File: config.mk
export PLATFORM = sky130hd
export DESIGN_NAME = pipelined_rca_adder_flat
export DESIGN_NICKNAME = d
export VERILOG_FILES = /design/src/rtl/pipelined_rca_adder_if.sv /design/src/rtl/pipelined_rca_adder.sv /design/src/flat_wrapper.sv
export SDC_FILE = /design/constraint.sdc
export NUM_CORES = 1
export LEC_CHECK = 0
export ABC_AREA = 1
export BUFFER_PORTS_ARGS = -buffer_cell sky130_fd_sc_hd__buf_4
export CAP_MARGIN = 10
export CORE_UTILIZATION = 64
export CTS_BUF_LIST = sky130_fd_sc_hd__clkbuf_2 sky130_fd_sc_hd__clkbuf_4 sky130_fd_sc_hd__clkbuf_8
export DETAILED_ROUTE_END_ITERATION = 8
export PLACE_DENSITY = 0.91
export SYNTH_ARGS = -nofsm -noshare
export SYNTH_HDL_FRONTEND = slang
export SYNTH_HIERARCHICAL = 1
export SYNTH_SLANG_ARGS = --single-unit
File: constraint.sdc
create_clock -name clk -period 6.95 [get_ports clk]
set_input_delay 1.0425 -clock clk [delete_from_list [all_inputs] [get_ports clk]]
set_output_delay 1.0425 -clock clk [all_outputs]
set_load 0.005 [all_outputs]
File: src/rtl/pipelined_rca_adder_if.sv
// Operand/result handshake bundle for pipelined_rca_adder.
// With PIPELINED_RCA_ADDER_SAT_EN defined the bundle also carries 'sat'.
interface pipelined_rca_adder_if #(parameter int WIDTH = 32);
  logic             in_valid;
  logic             in_ready;
  logic [WIDTH-1:0] a;
  logic [WIDTH-1:0] b;
  logic             c0;
  logic             sub;
`ifdef PIPELINED_RCA_ADDER_SAT_EN
  logic             sat;
`endif
  logic             out_valid;
  logic             out_ready;
  logic [WIDTH-1:0] s;
  logic             c;
  logic             ovf;

`ifdef PIPELINED_RCA_ADDER_SAT_EN
  modport master (output in_valid, a, b, c0, sub, sat, out_ready,
                  input  in_ready, out_valid, s, c, ovf);
  modport slave  (input  in_valid, a, b, c0, sub, sat, out_ready,
                  output in_ready, out_valid, s, c, ovf);
`else
  modport master (output in_valid, a, b, c0, sub, out_ready,
                  input  in_ready, out_valid, s, c, ovf);
  modport slave  (input  in_valid, a, b, c0, sub, out_ready,
                  output in_ready, out_valid, s, c, ovf);
`endif
endinterface

File: src/rtl/pipelined_rca_adder.sv
// pipelined_rca_adder: WIDTH-bit add/subtract split into STAGES ripple-carry
// slices, one register boundary per slice, carry handed stage to stage.
// Upper operand slices ride along (input skew) and finished lower sum slices
// accumulate so the whole result leaves aligned after STAGES registers.
// Optional macro PIPELINED_RCA_ADDER_SAT_EN adds a 'sat' input that clamps
// an overflowing result in the last stage.

// One SW-bit ripple slice; also reports the carry into its top bit so the
// last slice can form the signed overflow flag.
module pipelined_rca_adder_slice #(parameter int SW = 8) (
  input  logic [SW-1:0] i_a,
  input  logic [SW-1:0] i_b,
  input  logic          i_ci,
  output logic [SW-1:0] o_s,
  output logic          o_co,
  output logic          o_cm
);
  logic w_cy;

  // Bit-serial ripple carry through the slice
  always_comb begin
    o_s  = '0;
    o_cm = 1'b0;
    w_cy = i_ci;
    for (int i = 0; i < SW; i++) begin
      if (i == SW-1) o_cm = w_cy;
      o_s[i] = i_a[i] ^ i_b[i] ^ w_cy;
      w_cy   = (i_a[i] & i_b[i]) | (w_cy & (i_a[i] ^ i_b[i]));
    end
    o_co = w_cy;
  end
endmodule

module pipelined_rca_adder #(
  parameter int WIDTH  = 32,
  parameter int STAGES = 4
) (
  input  logic                 clk,
  input  logic                 rst_n,
  pipelined_rca_adder_if.slave bus
);
  localparam int SW = WIDTH / STAGES;

  logic              w_en;
  logic              w_acc;
  logic              r_ovf;
  logic [STAGES-1:0] r_vld;
  logic [STAGES:0]   w_vld_pipe;
  logic [WIDTH-1:0]  w_b_eff;
  logic              w_c_eff;

  // Single global enable: the whole pipe moves or the whole pipe holds
  assign w_en         = ~r_vld[STAGES-1] | bus.out_ready;
  assign w_acc        = bus.in_valid & w_en;
  assign bus.in_ready = w_en;

  // Subtract is a + ~b + ~borrow
  assign w_b_eff = bus.sub ? ~bus.b : bus.b;
  assign w_c_eff = bus.c0 ^ bus.sub;

  // Valid shift register; a non-accepted enabled cycle shifts in a bubble
  assign w_vld_pipe = {r_vld, w_acc};
  always_ff @(posedge clk or negedge rst_n) begin
    if (!rst_n)    r_vld <= '0;
    else if (w_en) r_vld <= w_vld_pipe[STAGES-1:0];
  end

  for (genvar k = 0; k < STAGES; k++) begin : stg
    localparam int IW = WIDTH - k*SW;   // operand bits still to be added
    localparam int OW = (k+1)*SW;       // sum bits finished after this stage

    logic [IW-1:0] w_ain;
    logic [IW-1:0] w_bin;
    logic          w_cin;
    logic [SW-1:0] w_ssl;
    logic          w_co;
    logic          w_cm;
    logic [OW-1:0] w_snx;
    logic [OW-1:0] w_sum_d;
    logic [OW-1:0] r_sum;
    logic          r_cy;
`ifdef PIPELINED_RCA_ADDER_SAT_EN
    logic          w_sat_in;
`endif

    if (k == 0) begin : g_first
      assign w_ain = bus.a;
      assign w_bin = w_b_eff;
      assign w_cin = w_c_eff;
      assign w_snx = w_ssl;
`ifdef PIPELINED_RCA_ADDER_SAT_EN
      assign w_sat_in = bus.sat;
`endif
    end else begin : g_next
      assign w_ain = stg[k-1].g_skew.r_au;
      assign w_bin = stg[k-1].g_skew.r_bu;
      assign w_cin = stg[k-1].r_cy;
      assign w_snx = {w_ssl, stg[k-1].r_sum};
`ifdef PIPELINED_RCA_ADDER_SAT_EN
      assign w_sat_in = stg[k-1].g_skew.r_sat;
`endif
    end

    pipelined_rca_adder_slice #(.SW(SW)) u_slice (
      .i_a  (w_ain[SW-1:0]),
      .i_b  (w_bin[SW-1:0]),
      .i_ci (w_cin),
      .o_s  (w_ssl),
      .o_co (w_co),
      .o_cm (w_cm)
    );

    if (k == STAGES-1) begin : g_last
      logic w_ovf;
      assign w_ovf = w_co ^ w_cm;
`ifdef PIPELINED_RCA_ADDER_SAT_EN
      // On overflow the true sign is the inverse of the wrapped MSB
      assign w_sum_d = (w_sat_in & w_ovf) ?
                       {~w_snx[OW-1], {(OW-1){w_snx[OW-1]}}} : w_snx;
`else
      assign w_sum_d = w_snx;
`endif
      // Overflow flag registered alongside the final slice
      always_ff @(posedge clk or negedge rst_n) begin
        if (!rst_n)    r_ovf <= 1'b0;
        else if (w_en) r_ovf <= w_ovf;
      end
    end else begin : g_skew
      logic [IW-SW-1:0] r_au;
      logic [IW-SW-1:0] r_bu;
`ifdef PIPELINED_RCA_ADDER_SAT_EN
      logic             r_sat;
`endif
      assign w_sum_d = w_snx;
      // Carry the not-yet-added operand slices to the next stage
      always_ff @(posedge clk or negedge rst_n) begin
        if (!rst_n) begin
          r_au <= '0;
          r_bu <= '0;
`ifdef PIPELINED_RCA_ADDER_SAT_EN
          r_sat <= 1'b0;
`endif
        end else if (w_en) begin
          r_au <= w_ain[IW-1:SW];
          r_bu <= w_bin[IW-1:SW];
`ifdef PIPELINED_RCA_ADDER_SAT_EN
          r_sat <= w_sat_in;
`endif
        end
      end
    end

    // Stage register: partial sum so far plus the slice carry-out
    always_ff @(posedge clk or negedge rst_n) begin
      if (!rst_n) begin
        r_sum <= '0;
        r_cy  <= 1'b0;
      end else if (w_en) begin
        r_sum <= w_sum_d;
        r_cy  <= w_co;
      end
    end
  end

  assign bus.out_valid = w_vld_pipe[STAGES];
  assign bus.s         = stg[STAGES-1].r_sum;
  assign bus.c         = stg[STAGES-1].r_cy;
  assign bus.ovf       = r_ovf;
endmodule
File: src/flat_wrapper.sv
// flat-port wrapper written by rule: the top's interface ports become plain ports
module pipelined_rca_adder_flat 
#(
  parameter int WIDTH  = 32,
  parameter int STAGES = 4
)
  (clk, rst_n, bus_in_valid, bus_a, bus_b, bus_c0, bus_sub, bus_out_ready, bus_in_ready, bus_out_valid, bus_s, bus_c, bus_ovf);
  pipelined_rca_adder_if #(.WIDTH(WIDTH)) bus_i ();
  input  logic clk;
  input  logic rst_n;
  input wire logic [$bits(bus_i.in_valid)-1:0] bus_in_valid;
  input wire logic [$bits(bus_i.a)-1:0] bus_a;
  input wire logic [$bits(bus_i.b)-1:0] bus_b;
  input wire logic [$bits(bus_i.c0)-1:0] bus_c0;
  input wire logic [$bits(bus_i.sub)-1:0] bus_sub;
  input wire logic [$bits(bus_i.out_ready)-1:0] bus_out_ready;
  output wire logic [$bits(bus_i.in_ready)-1:0] bus_in_ready;
  output wire logic [$bits(bus_i.out_valid)-1:0] bus_out_valid;
  output wire logic [$bits(bus_i.s)-1:0] bus_s;
  output wire logic [$bits(bus_i.c)-1:0] bus_c;
  output wire logic [$bits(bus_i.ovf)-1:0] bus_ovf;
  assign bus_i.in_valid = bus_in_valid;
  assign bus_i.a = bus_a;
  assign bus_i.b = bus_b;
  assign bus_i.c0 = bus_c0;
  assign bus_i.sub = bus_sub;
  assign bus_i.out_ready = bus_out_ready;
  assign bus_in_ready = bus_i.in_ready;
  assign bus_out_valid = bus_i.out_valid;
  assign bus_s = bus_i.s;
  assign bus_c = bus_i.c;
  assign bus_ovf = bus_i.ovf;
  pipelined_rca_adder #(.WIDTH(WIDTH), .STAGES(STAGES)) u_core (.clk(clk), .rst_n(rst_n), .bus(bus_i));
endmodule
==> tab_implementation.tex <==
\begin{tabular}{lr}
\hline
Metric & Value \\
\hline
\multicolumn{2}{l}{\textbf{Power and ir drop}} \\
Internal power contribution & 2.44 mW \\
PwrDens & 423 nW/um\^{}2 \\
Proportion of power drawn by the clock network & 0.173 \\
Net switching power figure & 1.50 mW \\
Sequential share of power & 0.469 \\
Fraction of power spent switching nets & 0.381 \\
Relative contribution of combinational cells to total power & 0.358 \\
Design Power & 3.94 mW \\
Static power due to leakage & 5.24 nW \\
Maximum vdd drop & 217 uV \\
\multicolumn{2}{l}{\textbf{Clocking}} \\
Clock latency reported for the late side of the worst-skew pair & 0.45 ns \\
Clock Tree Root & sky130\_fd\_sc\_hd\_\_clkbuf\_8 \\
Post-CTS Hold Buffers & 0 \\
Maximum level of the CTS H-tree & 4 \\
Clock sink total & 185 \\
Clk slew on worst S/H paths & 0.10 ns \\
Post-CTS setup buffers & 0 \\
CTS tree & built \\
Total clock buffers created by CTS & 17 \\
Maximum buffer depth of the clock tree & 2 \\
Resize count post-CTS & 0 \\
\multicolumn{2}{l}{\textbf{Critical path}} \\
Critical Path Sink Type & flop \\
Start-to-end type of the worst setup path & input pin to flop \\
WP buf/inv & 5 \\
Data arrival time of the critical path & 4.90 ns \\
CP cell instances & buf\_4, xor2\_1, fa\_1, inv\_1, fa\_1, inv\_1, fa\_1, fa\_1, fa\_1, fa\_1, inv\_1, fa\_1, inv\_1, fa\_1, nand2\_1, o21ai\_0 \\
Maximum net fanout on the critical path & 34 \\
Family of cells with the greatest summed delay on the critical path & adder cells \\
Req. time, crit path & 7.26 ns \\
Cell type with the highest occurrence count on the critical path & sky130\_fd\_sc\_hd\_\_fa\_1 \\
Largest incremental delay on the critical path & 0.47 ns \\
Critical Path Slowest Stage Cell & sky130\_fd\_sc\_hd\_\_fa\_1 \\
Critical Path Start Type & input pin \\
\multicolumn{2}{l}{\textbf{Logic synthesis}} \\
Net count of the mapped netlist & 1,039 \\
Sequential share of the synthesized area & 0.568 \\
Post-synthesis simple-gate area fraction & 0.266 \\
Count of synthesis-stage warnings from yosys & 6 \\
Distinct cell type count after synthesis & 12 \\
Multiplexer share of the synthesized area & 0 \\
Compound-cell area share of the yosys netlist & 0.0111 \\
Largest family of logic cells by synthesized area & simple AND/OR/NAND/NOR gates \\
Avg Synthesized Cell Area & 8.70 sq um \\
Synthesized instance count & 937 \\
Flip-flop and latch count after synthesis & 185 \\
Adder-cell area share of the yosys netlist & 0.0786 \\
Share of the synthesized netlist area taken by xor and xnor gates & 0.00967 \\
Combined area of all synthesized cells & 8150 sq um \\
\multicolumn{2}{l}{\textbf{Drt}} \\
Vias per std cell & 5.03 \\
Via count & 6,040 \\
Final WL & 15.6 mm \\
DRC violations left & 0 \\
Pre-Repair DR Iteration Count & 5 \\
Detailed Route Iter0 Violations & 553 \\
Final routed wire length divided by cell count & 13.0 um \\
Post-route antenna net violation count & 0 \\
\multicolumn{2}{l}{\textbf{Floorplan}} \\
Vertical die dimension & 115 um \\
X dimension of the die & 115 um \\
Starting density of the core & 0.667 \\
Die ar. & 13,200 sq um \\
Core footprint & 12,200 sq um \\
Ports placed on the boundary & 106 \\
Placement row count & 40 \\
\multicolumn{2}{l}{\textbf{Timing}} \\
Worst path setup slack after routing & 2.35 ns \\
Hold violation count in the final report & 0 \\
Relative slew slack & 0.302 \\
Setup TNS Final & 0 ns \\
Actual slew at the worst max-slew pin & 1.05 ns \\
Highest clock rate & 0.217 GHz \\
Final clock skew & 0.00942 ns \\
Number of pins exceeding their max-slew limit in the final report & 0 \\
Number of failing setup endpoints in the final timing report & 0 \\
Final clock period utilization by the worst path & 0.662 \\
Post-layout min period & 4.60 ns \\
RSZ-0062 raised after global routing & false \\
Smallest hold slack & 0.476 ns \\
\multicolumn{2}{l}{\textbf{Final layout}} \\
Synth-to-layout area growth & 14.4\% \\
Core Util, Final & 0.763 \\
Filler-free cell count of the finished design & 1,200 \\
Most frequent cells in the layout & sky130\_fd\_sc\_hd\_\_nand2\_1, sky130\_fd\_sc\_hd\_\_dfrtp\_1, sky130\_fd\_sc\_hd\_\_buf\_4 \\
Most frequent standard cell in the layout excluding fill and tap cells & sky130\_fd\_sc\_hd\_\_nand2\_1 \\
Non-Filler Cell Area, Final & 9320 sq um \\
Fin nets & 1,121 \\
Total of fill cells in the finished design & 848 \\
Layout cells sized above 1 & 0.139 \\
Diode insertion count for antenna repair & 0 \\
\multicolumn{2}{l}{\textbf{Place}} \\
Number of port buffers & 105 \\
Number of cells after detailed placement & 1,168 \\
Worst slack after detailed placement & 1.87 ns \\
Placer congestion estimate & 0.770 \\
Detailed Place HPWL & 9.99 mm \\
Post-Place Cell Area & 8950 sq um \\
\multicolumn{2}{l}{\textbf{Global routing}} \\
Initial antenna violation count & 0 \\
Global-route usage over all layers & 0.258 \\
First-pass GRT wire length & 26.1 mm \\
Aggregate global routing overflow & 0 \\
Via count of the first global-routing pass & 5,603 \\
Largest net degree at the start of global routing & 115 \\
\multicolumn{2}{l}{\textbf{Min path}} \\
Class of the tightest hold or removal check & flop to flop \\
\multicolumn{2}{l}{\textbf{Status}} \\
Result of the run & finished, final reports clean \\
\multicolumn{2}{l}{\textbf{Run}} \\
\# Max-Cap Violations & 0 \\
\hline
\end{tabular}
## worst register-to-register path, cell delays in order, from the launching register on
cell	delay (ns)
sky130_fd_sc_hd__dfrtp_1	0.41
sky130_fd_sc_hd__fa_1	0.44
sky130_fd_sc_hd__inv_1	0.09
sky130_fd_sc_hd__fa_1	0.18
sky130_fd_sc_hd__inv_1	0.06
sky130_fd_sc_hd__fa_1	0.40
sky130_fd_sc_hd__fa_1	0.41
sky130_fd_sc_hd__fa_1	0.40
sky130_fd_sc_hd__fa_1	0.37
sky130_fd_sc_hd__inv_1	0.07
sky130_fd_sc_hd__fa_1	0.15
sky130_fd_sc_hd__inv_1	0.05
sky130_fd_sc_hd__fa_1	0.42
sky130_fd_sc_hd__nand2_1	0.07
sky130_fd_sc_hd__o21ai_0	0.11
## power by group through the flow
stage / registers, mW / logic (mW) / clock network [mW]
3_5_place_dp: 1.86 / 1.39 / 0
2_1_floorplan: 1.80 / 0.940 / 0
4_1_cts: 1.85 / 1.41 / 0.695
5_1_grt: 1.90 / 1.62 / 0.740
3_3_place_gp: 1.84 / 1.31 / 0
6_report: 1.85 / 1.41 / 0.682
## state kept, by name (all words and copies together), names as in the netlist
signal                  count
u_core/stg.g_skew.r_au     48
u_core/stg.g_skew.r_bu     48
u_core/stg.r_sum           48
u_core/bus.s               32
u_core/r_vld                4
u_core/stg.r_cy             3
u_core/bus.c                1
u_core/bus.ovf              1
## per-layer routing
metal  global-route usage  vias to the layer above  wire [um]
met5                    0                        -          0
met4               0.0857                        0        251
met3               0.0485                       24        896
met2                0.401                      202       7460
met1                0.374                     2878       6960
li1                     -                     2936          -
## synth_stat cells
cell type	instances	area, sq um
sky130_fd_sc_hd__nand2_1	543	2040
sky130_fd_sc_hd__dfrtp_1	185	4630
sky130_fd_sc_hd__inv_1	78	293
sky130_fd_sc_hd__buf_2	35	175
sky130_fd_sc_hd__fa_1	32	641
sky130_fd_sc_hd__nand3_1	25	125
sky130_fd_sc_hd__o21ai_0	18	90.1
sky130_fd_sc_hd__xor2_1	9	78.8
sky130_fd_sc_hd__buf_4	8	60.1
sky130_fd_sc_hd__clkbuf_1	2	7.51
sky130_fd_sc_hd__buf_1	1	3.75
sky130_fd_sc_hd__nor2_2	1	6.26
## path summary, 6_finish.rpt
kind / from / to / slack [ns] / depth (start not counted)
worst max register to register: u_core/stg[1].g_skew.r_au[0] / u_core/stg[2].r_sum[23] / 3.15 / 14
worst max-delay path: bus_sub / u_core/stg[0].r_sum[7] / 2.35 / 16
worst min-delay path: u_core/r_vld[2] / u_core/r_vld[3] / 0.48 / 2
worst min register to register: u_core/r_vld[2] / u_core/r_vld[3] / 0.48 / 2
min in group asynchronous: rst_n / u_core/stg[0].g_skew.r_au[22] / 0.65 / 1
max in group asynchronous: rst_n / u_core/stg[1].g_skew.r_au[7] / 4.84 / 2
## logic make-up after synthesis
family	after synthesis
AO/OA/AOI/OAI	18
XOR/XNOR	9
adder cells (fa/ha/maj)	32
buffers and inverters	124
flip-flops	185
AND/OR/NAND/NOR	569
## layout make-up
class                           instances  area [sq um]  area share
Clock buffer                           17           234      0.0251
Clock inverter                         15           140      0.0150
Inverter                               78           293      0.0314
Multi-Input combinational cell        628          2990       0.321
Timing Repair Buffer                  109           825      0.0884
Tap cell                              168           210      0.0225
Sequential cell                       185          4630       0.497
No activity file was read; power rests on OpenSTA's default activity.
